`src/rtl/packet_rr_arbiter.sv`:
```
// Round-robin packet arbiter: grants one packetizer source at a time, forwards
// its beats onto a shared link with one cycle of latency, enforces an
// inter-packet gap and aborts packets whose source stalls for too long.
module packet_rr_arbiter #(
  parameter int unsigned NUM_SRC    = 4,
  parameter int unsigned DATA_W     = 64,
  parameter int unsigned GAP_CYCLES = 4,
  parameter int unsigned TIMEOUT    = 1024
) (
  input  logic                      clk,
  input  logic                      reset,
  input  logic [NUM_SRC-1:0]        src_req,
  output logic [NUM_SRC-1:0]        src_ready,
  input  logic [NUM_SRC-1:0]        src_valid,
  input  logic [NUM_SRC*DATA_W-1:0] src_data,
  input  logic [NUM_SRC-1:0]        src_eof,
  output logic [DATA_W-1:0]         dout,
  output logic                      valid,
  output logic                      eof,
  output logic [2:0]                src_id,
  output logic                      timeout_err,
  output logic                      stray_beat
);

  localparam int unsigned IdxW  = (NUM_SRC > 1) ? $clog2(NUM_SRC) : 1;
  localparam int unsigned CandW = IdxW + 1;

  typedef enum logic [1:0] {StIdle, StStart, StXfer, StGap} state_e;

  state_e              state_q, state_d;
  logic [IdxW-1:0]     grant_q, grant_d;
  logic [IdxW-1:0]     last_q, last_d;
  logic [15:0]         wd_q, wd_d;
  logic [7:0]          gap_q, gap_d;

  logic [NUM_SRC-1:0]  ready_q, ready_d;
  logic [DATA_W-1:0]   dout_q, dout_d;
  logic                valid_q, valid_d;
  logic                eof_q, eof_d;
  logic [2:0]          id_q, id_d;
  logic                timeout_q, timeout_d;
  logic                stray_q, stray_d;

  logic                found;
  logic [IdxW-1:0]     winner;
  logic [CandW-1:0]    cand;
  logic [DATA_W-1:0]   sel_data;
  logic                sel_valid;
  logic                sel_eof;
  logic [NUM_SRC-1:0]  own_mask;

  // Rotating priority search starting just after the last granted source.
  always_comb begin
    found  = 1'b0;
    winner = '0;
    cand   = '0;
    for (int unsigned k = 1; k <= NUM_SRC; k++) begin
      cand = {1'b0, last_q} + CandW'(k);
      if (cand >= CandW'(NUM_SRC)) begin
        cand = cand - CandW'(NUM_SRC);
      end
      if (!found && src_req[cand[IdxW-1:0]]) begin
        found  = 1'b1;
        winner = cand[IdxW-1:0];
      end
    end
  end

  // Select the granted source's beat and flag which source currently owns the link.
  always_comb begin
    sel_data  = '0;
    sel_valid = 1'b0;
    sel_eof   = 1'b0;
    for (int unsigned i = 0; i < NUM_SRC; i++) begin
      if (grant_q == IdxW'(i)) begin
        sel_data  = src_data[i*DATA_W +: DATA_W];
        sel_valid = src_valid[i];
        sel_eof   = src_eof[i];
      end
    end
    own_mask = '0;
    // Only an active packet owns the link; in IDLE and GAP every beat is stray.
    if (state_q == StStart || state_q == StXfer) begin
      own_mask[grant_q] = 1'b1;
    end
  end

  // Next-state and registered-output logic; outputs default to 0 each cycle.
  always_comb begin
    state_d   = state_q;
    grant_d   = grant_q;
    last_d    = last_q;
    wd_d      = wd_q;
    gap_d     = gap_q;
    ready_d   = '0;
    dout_d    = '0;
    valid_d   = 1'b0;
    eof_d     = 1'b0;
    id_d      = '0;
    timeout_d = 1'b0;
    stray_d   = |(src_valid & ~own_mask);

    unique case (state_q)
      StIdle: begin
        if (found) begin
          grant_d         = winner;
          last_d          = winner;
          // Pulse is visible during the START cycle.
          ready_d[winner] = 1'b1;
          state_d         = StStart;
        end
      end
      StStart: begin
        wd_d    = '0;
        state_d = StXfer;
      end
      StXfer: begin
        // A granted beat beats a simultaneous watchdog expiry.
        if (sel_valid) begin
          dout_d  = sel_data;
          valid_d = 1'b1;
          eof_d   = sel_eof;
          id_d    = 3'(grant_q);
          wd_d    = '0;
          if (sel_eof) begin
            gap_d   = '0;
            state_d = StGap;
          end
        end else if (wd_q == 16'(TIMEOUT - 1)) begin
          timeout_d = 1'b1;
          gap_d     = '0;
          state_d   = StGap;
        end else begin
          wd_d = wd_q + 16'd1;
        end
      end
      StGap: begin
        if (gap_q == 8'(GAP_CYCLES - 1)) begin
          state_d = StIdle;
        end else begin
          gap_d = gap_q + 8'd1;
        end
      end
      default: state_d = StIdle;
    endcase
  end

  // State and output registers with asynchronous reset.
  always_ff @(posedge clk or posedge reset) begin
    if (reset) begin
      state_q   <= StIdle;
      grant_q   <= '0;
      last_q    <= IdxW'(NUM_SRC - 1);
      wd_q      <= '0;
      gap_q     <= '0;
      ready_q   <= '0;
      dout_q    <= '0;
      valid_q   <= 1'b0;
      eof_q     <= 1'b0;
      id_q      <= '0;
      timeout_q <= 1'b0;
      stray_q   <= 1'b0;
    end else begin
      state_q   <= state_d;
      grant_q   <= grant_d;
      last_q    <= last_d;
      wd_q      <= wd_d;
      gap_q     <= gap_d;
      ready_q   <= ready_d;
      dout_q    <= dout_d;
      valid_q   <= valid_d;
      eof_q     <= eof_d;
      id_q      <= id_d;
      timeout_q <= timeout_d;
      stray_q   <= stray_d;
    end
  end

  assign src_ready   = ready_q;
  assign dout        = dout_q;
  assign valid       = valid_q;
  assign eof         = eof_q;
  assign src_id      = id_q;
  assign timeout_err = timeout_q;
  assign stray_beat  = stray_q;

endmodule

```
`config.mk`:
```
export PLATFORM = sky130hd
export DESIGN_NAME = packet_rr_arbiter
export DESIGN_NICKNAME = d
export VERILOG_FILES = /design/src/rtl/packet_rr_arbiter.sv
export SDC_FILE = /design/constraint.sdc
export NUM_CORES = 1
export LEC_CHECK = 0
export CORE_AREA = 2 2 133 135
export DETAILED_ROUTE_END_ITERATION = 10
export DIE_AREA = 0 0 135 137
export DONT_BUFFER_PORTS = 1
export GPL_ROUTABILITY_DRIVEN = 1
export SETUP_SLACK_MARGIN = 0.02
export SLEW_MARGIN = 10
export SYNTH_ARGS = -nofsm -noshare
export SYNTH_HDL_FRONTEND = slang
export SYNTH_SLANG_ARGS = --single-unit
export TNS_END_PERCENT = 10
```
`constraint.sdc`:
```
create_clock -name clk -period 10.2 [get_ports clk]
set_clock_uncertainty 0.05 [all_clocks]
set_input_delay 2.04 -clock clk [delete_from_list [all_inputs] [get_ports clk]]
set_output_delay 2.04 -clock clk [all_outputs]
set_load 0.005 [all_outputs]
```
==> results of run 1 <==
worst register-to-register path: cells and delay by family, from the launching register on:
family	cells	cell delay, ns
flip-flops	1	0.78
multiplexers	1	1.07
AND/OR/NAND/NOR	2	0.72
AO/OA/AOI/OAI	2	0.41
per-layer routing:
metal / GRT usage, % / up-vias / part of all wire, %
li1: - / 1746 / -
met1: 24.88 / 2144 / 38
met2: 31.56 / 208 / 51
met3: 7.000 / 36 / 8.4
met4: 8.218 / 6 / 2.5
met5: 0 / - / 0.21
sequential cells by signal, indices dropped and copies added, names as in the netlist:
signal,cells
state_q,2
timeout_err,1
dout,64
src_id,2
wd_q,16
last_q,2
stray_beat,1
valid,1
eof,1
grant_q,2
src_ready,4
gap_q,8
synthesized netlist by cell type (7+ instances only):
cell      instances  area share (%)
and3_1           71             7.6
nor3_1            7            0.60
nand3_1          11            0.94
nand2_1          17             1.1
clkbuf_1         33             2.1
inv_1            15            0.96
o21ai_0          13             1.1
a21oi_1          12             1.0
mux4_2           66              25
nor2_1           18             1.1
dfrtp_1         102              43
mux2i_1           8             1.4
worst min-delay path by stage:
stage | to | slack [ns] | depth (start not counted)
final | wd_q[7]$_DFFE_PP0P_ | 0.48 | 1
after global placement | wd_q[3]$_DFFE_PP0P_ | 0.45 | 1
after global routing | wd_q[7]$_DFFE_PP0P_ | 0.49 | 1
after detailed placement | wd_q[3]$_DFFE_PP0P_ | 0.46 | 1
after CTS | wd_q[3]$_DFFE_PP0P_ | 0.47 | 1
after floorplan | wd_q[7]$_DFFE_PP0P_ | 0.42 | 1
cell type report:
| cell class | count | area (sq um) |
|---|---|---|
| sequential | 104 | 2610 |
| inverter | 15 | 58.81 |
| fill | 1669 | 10720 |
| timing repair buffer | 4 | 30.03 |
| clock inverter | 5 | 62.56 |
| multi-input combinational | 306 | 3035 |
| tap | 225 | 281.5 |
| clock buffer | 11 | 242.7 |
| antenna | 7 | 17.52 |
power breakdown:
group	leakage, nW	internal [mW]	switching, mW	total (mW)
sequential	1.41	0.520	0.114	0.634
combinational	1.27	0.362	0.389	0.751
clock	0.148	0.200	0.164	0.364
through the flow:
step / utilization, % / hold WS [ns] / power [mW] / std cells
after floorplan: - / 0.4232 / 1.243 / 467
after global placement: 35.27 / 0.4461 / 1.366 / 654
after global routing: 37.12 / 0.4882 / 1.871 / 674
after detailed placement: 35.27 / 0.4609 / 1.395 / 654
final: 37.16 / 0.4754 / 1.749 / 677
after CTS: 37.06 / 0.4732 / 1.765 / 670
kinds of logic after synthesis:
group / Yosys count / share of synthesized area, %
muxes: 76 / 27.03
buffers and inverters: 57 / 4.087
and+or+nand+nor: 154 / 14.79
DFF: 104 / 44.32
adders and majority gates: 5 / 1.064
AOI/OAI and AO/OA: 68 / 8.344
xor gates and xnor gates: 2 / 0.2981
other: 1 / 0.06380
==> results.json, run 1 <==
{
  "status": "completed",
  "critPathMaxStageDelay_ns": 0.94,
  "initial_core_util_pct": 34.46,
  "die_h_microns": 137,
  "ir_drop_uv": 116.9,
  "avgSynthCellArea_sq_um": 12.59,
  "crit_buf_inv": 0,
  "syn2layout_area_growth_pct": 7.833,
  "die_w_microns": 135,
  "stdcell_area_sq_um": 6339,
  "syn-num-nets": 742,
  "via_per_inst": 6.115,
  "seq_area_frac_synth_pct": 44.32,
  "synthDistinctLibCells": 50,
  "leakagePower_nw": 2.823,
  "portBuffers": 0,
  "arrival_ns": 4.11,
  "dieArea_sq_um": 18500,
  "report.final.hold_viol_count": 0,
  "drive_gt1_share_pct": 23.15,
  "nets": 715,
  "relSlewSlack_pct": 22.45,
  "ant_nets": 0,
  "grt_util_all_layers_pct": 19.89,
  "placed_area_sq_um": 6016,
  "critPathTopFamily": "multiplexers",
  "finalCriticalPeriod_ns": 3.906,
  "first_pass_iters": 5,
  "rows": 48,
  "cp_max_fo": 71,
  "clock_latency_ns": 0.35,
  "critPathKind": "primary input to register",
  "critPathCaptureType": "register",
  "final_cell_mix": "100 x dfrtp_1, 71 x and3_1, 66 x mux4_2, 18 x nor2_1, 17 x nand2_1",
  "core_sq_um": 17060,
  "power_density_nw_per_um2": 275.9,
  "crit_chain": "mux4_2 > or2_1 > o21ai_0 > nand2_1 > o21ai_0",
  "netlist_instances": 467,
  "final_common_cell": "dfrtp_1",
  "grt_max_degree": 79,
  "postCtsSetupBuffers": 0,
  "hold_buffers": 0,
  "ios": 345,
  "postSynth.asyncResetShare_pct": 100.0,
  "cts.sinks": 104,
  "fin_setup_tns_ns": 0,
  "crit_top_cell": "o21ai_0",
  "cts-root-buf": "clkbuf_16",
  "start_kind": "primary input",
  "drc": 0,
  "cts_tree": "built",
  "r2r_cells": 5,
  "critPathCapture": "wd_q[0]$_DFFE_PP0P_",
  "rsz0062_at_grt": "false",
  "drv_slew": 0,
  "dp_hpwl_microns": 14210,
  "htree_levels": 3,
  "ctsResizeCount": 0,
  "worst-path-stages": 5,
  "grt_pass1_vias": 4218,
  "via_count": 4140,
  "layout_setup_ws_ns": 6.294,
  "clockBufferDepth": 2,
  "ys_warn_count": 0,
  "drt_wl_total_microns": 18590,
  "setup_viol": 0,
  "globalplace.congestion": 0.9295,
  "period_share_pct": 38.30,
  "r2r-start": "grant_q[0]$_DFFE_PP0P_",
  "synth_ff_type": "dfrtp_1",
  "worstHoldPathType": "register to register",
  "tightest_slew_ns": 1.163,
  "cpMaxStageDelayCell": "mux4_2",
  "antenna_found_initial": 10,
  "crit_path_start": "src_valid[3]",
  "synth_edf_count": 0,
  "ys_ff_latch": 104,
  "rrSetupSlack_ns": 7.09,
  "rr_endpoint": "wd_q[0]$_DFFE_PP0P_",
  "drt_first_iter_violations": 354,
  "place_ws_ns": 5.960,
  "max_freq_mhz": 256.0,
  "worstPathRequired_ns": 10.41,
  "clkSlewWorstSetupHoldPaths_ns": 0.08,
  "grt_pass1_wl_microns": 26950,
  "synth_area_sq_um": 5878,
  "numCtsBuffers": 9,
  "wire_per_inst_microns": 27.46,
  "grt-ovfl-total": 0,
  "maxCapViolations": 0,
  "hold_start": "wd_q[7]$_DFFE_PP0P_"
}
Power figures use the tool's default switching activity.
==> inputs of run 2 (changes only) <==
==> constraint.sdc (replaced) <==
create_clock -name clk -period 3.9 [get_ports clk]
set_clock_uncertainty 0.05 [all_clocks]
set_input_delay 0.78 -clock clk [delete_from_list [all_inputs] [get_ports clk]]
set_output_delay 0.78 -clock clk [all_outputs]
set_load 0.005 [all_outputs]
==> run 2 against run 1 <==
Final area is 0.16% higher; non-clock buffer count up 1; power increased to 2.6 times the previous value; global-route usage rose by 0.083 points; count of clock-buffer cells in the layout decreased by 1; utilization rose by 0.059 points; sequential power grew to 2.7 times the previous value; first-iteration DRC count down 18%; clock power grew to 2.6 times the previous value; critical path depth is 2 lower; sequential cell count unchanged; critical endpoint is now dout[61]$_DFF_PP0_; largest cell class unchanged.
==> results.json, run 2 (synthesis gave the netlist of run 1 again) <==
{
  "p_seq_share_pct": 37.5,
  "fin_setup_tns_ns": 0,
  "largest_register_ffs": 64,
  "critPathCaptureType": "register",
  "start_kind": "register",
  "crit_path_start": "grant_q[0]$_DFFE_PP0P_",
  "rrSetupSlack_ns": 1.38,
  "grt_util_all_layers_pct": 19.97,
  "intPower_mw": 2.817,
  "ir_drop_uv": 238.0,
  "via_count": 4117,
  "htree_levels": 3,
  "setup_viol": 0,
  "cts-root-buf": "clkbuf_16",
  "worstPathRequired_ns": 4.09,
  "cpMaxStageDelayCell": "dfrtp_4",
  "drt_wl_total_microns": 18630,
  "switching_share_pct": 38.25,
  "power.clock.fraction_pct": 20.5,
  "p_switching_mw": 1.745,
  "ant_nets": 0,
  "grt.busiest_layer": "met2",
  "rsz0062_at_grt": "false",
  "crit_chain": "buf_4 > mux4_2 > and3_1",
  "drc": 0,
  "cp_max_fo": 45,
  "use_met1_pct": 25.39,
  "gr-usage-met3_pct": 6.852,
  "power_density_nw_per_um2": 718.7,
  "grt_util_met2_pct": 33.19,
  "final_common_cell": "dfrtp_1",
  "die_h_microns": 137,
  "status": "completed",
  "antenna_found_initial": 9,
  "drive_gt1_share_pct": 23.32,
  "worstHoldPathType": "primary input to async pin",
  "r2r_cells": 3,
  "globalplace.congestion": 0.9105,
  "die_w_microns": 135,
  "cts.sinks": 104,
  "numCtsBuffers": 9,
  "final_cell_mix": "100 x dfrtp_1, 71 x and3_1, 66 x mux4_2, 18 x nor2_1, 17 x nand2_1",
  "postCtsSetupBuffers": 0,
  "placed_area_sq_um": 6036,
  "critPathTopFamily": "flip-flops",
  "max_freq_mhz": 396.8,
  "drt_first_iter_violations": 292,
  "tightest_slew_ns": 0.8161,
  "initial_core_util_pct": 34.46,
  "arrival_ns": 2.71,
  "core_sq_um": 17060,
  "report.final.hold_viol_count": 0,
  "dieArea_sq_um": 18500,
  "clkSlewWorstSetupHoldPaths_ns": 0.08,
  "hold_buffers": 0,
  "first_pass_iters": 4,
  "grt_pass1_vias": 4214,
  "maxCapViolations": 0,
  "r2r-start": "grant_q[0]$_DFFE_PP0P_",
  "drv_slew": 0,
  "critPathCapture": "dout[61]$_DFF_PP0_",
  "critPathMaxStageDelay_ns": 0.79,
  "clockBufferDepth": 2,
  "via_per_inst": 6.081,
  "grt_max_degree": 66,
  "critPathKind": "register to register",
  "dp_hpwl_microns": 14530,
  "cts_tree": "built",
  "stdcell_area_sq_um": 6349,
  "ctsResizeCount": 0,
  "comb_power_share_pct": 42.1,
  "rows": 48,
  "ios": 345,
  "portBuffers": 0,
  "grt-ovfl-total": 0,
  "crit_buf_inv": 1,
  "period_share_pct": 64.62,
  "leakagePower_nw": 2.821,
  "nets": 716,
  "finalCriticalPeriod_ns": 2.520,
  "grt_pass1_wl_microns": 27030,
  "clock_latency_ns": 0.34,
  "rr_endpoint": "dout[61]$_DFF_PP0_",
  "relSlewSlack_pct": 45.59,
  "syn2layout_area_growth_pct": 8.003,
  "wire_per_inst_microns": 27.52,
  "worst-path-stages": 3
}
-- run 2: cell types whose count changed in the layout (fill, tap and decap cells not counted), sizes merged --
cell,change
clkinvlp,+2
buf,+1
clkbuf,-1
diode,-1
inv,-1
-- run 2: layout make-up --
| cell class | count | area, sq um |
|---|---|---|
| Antenna cell | 6 | 15.01 |
| Tap cell | 225 | 281.5 |
| Sequential cell | 104 | 2610 |
| Multi-Input combinational cell | 306 | 3035 |
| Inverter | 15 | 58.81 |
| Timing Repair Buffer | 5 | 50.05 |
| Clock inverter | 6 | 68.82 |
| Clock buffer | 10 | 229.0 |
| Fill cell | 1671 | 10710 |
-- run 2: power groups by stage --
stage | Clock, mW | Combinational [mW] | Sequential (mW)
detailed placement | 0 | 1.93 | 1.74
CTS | 0.959 | 1.93 | 1.72
floorplan | 0 | 1.75 | 1.50
global placement | 0 | 1.86 | 1.73
finish | 0.933 | 1.92 | 1.71
global route | 1.00 | 2.10 | 1.76
-- run 2: layer usage --
metal | routed length [microns] | vias up
li1 | - | 1745
met1 | 7180 | 2118
met2 | 9556 | 227
met3 | 1601 | 23
met4 | 263 | 4
met5 | 27 | -
-- run 2: per-stage QoR --
stage               worst slack, ns  power (mW)  std cells  utilization [%]  hold slack (ns)
floorplan                    0.3411       3.252        467                -           0.4232
global placement              1.394       3.592        655            35.39           0.4593
detailed placement            1.317       3.666        655            35.39           0.4776
CTS                           1.308       4.610        671            37.13           0.4311
global route                  1.115       4.854        673            37.16           0.4485
finish                        1.380       4.562        677            37.22           0.3824
-- run 2: worst min path at each step --
stage / endpoint / cells past startpoint / from / slack (ns)
final: dout[60]$_DFF_PP0_ / 1 / reset / 0.38
after global routing: dout[60]$_DFF_PP0_ / 1 / reset / 0.45
after global placement: wd_q[7]$_DFFE_PP0P_ / 1 / wd_q[7]$_DFFE_PP0P_ / 0.46
after floorplan: wd_q[7]$_DFFE_PP0P_ / 1 / wd_q[7]$_DFFE_PP0P_ / 0.42
after CTS: dout[47]$_DFF_PP0_ / 1 / reset / 0.43
after detailed placement: wd_q[7]$_DFFE_PP0P_ / 1 / wd_q[7]$_DFFE_PP0P_ / 0.48
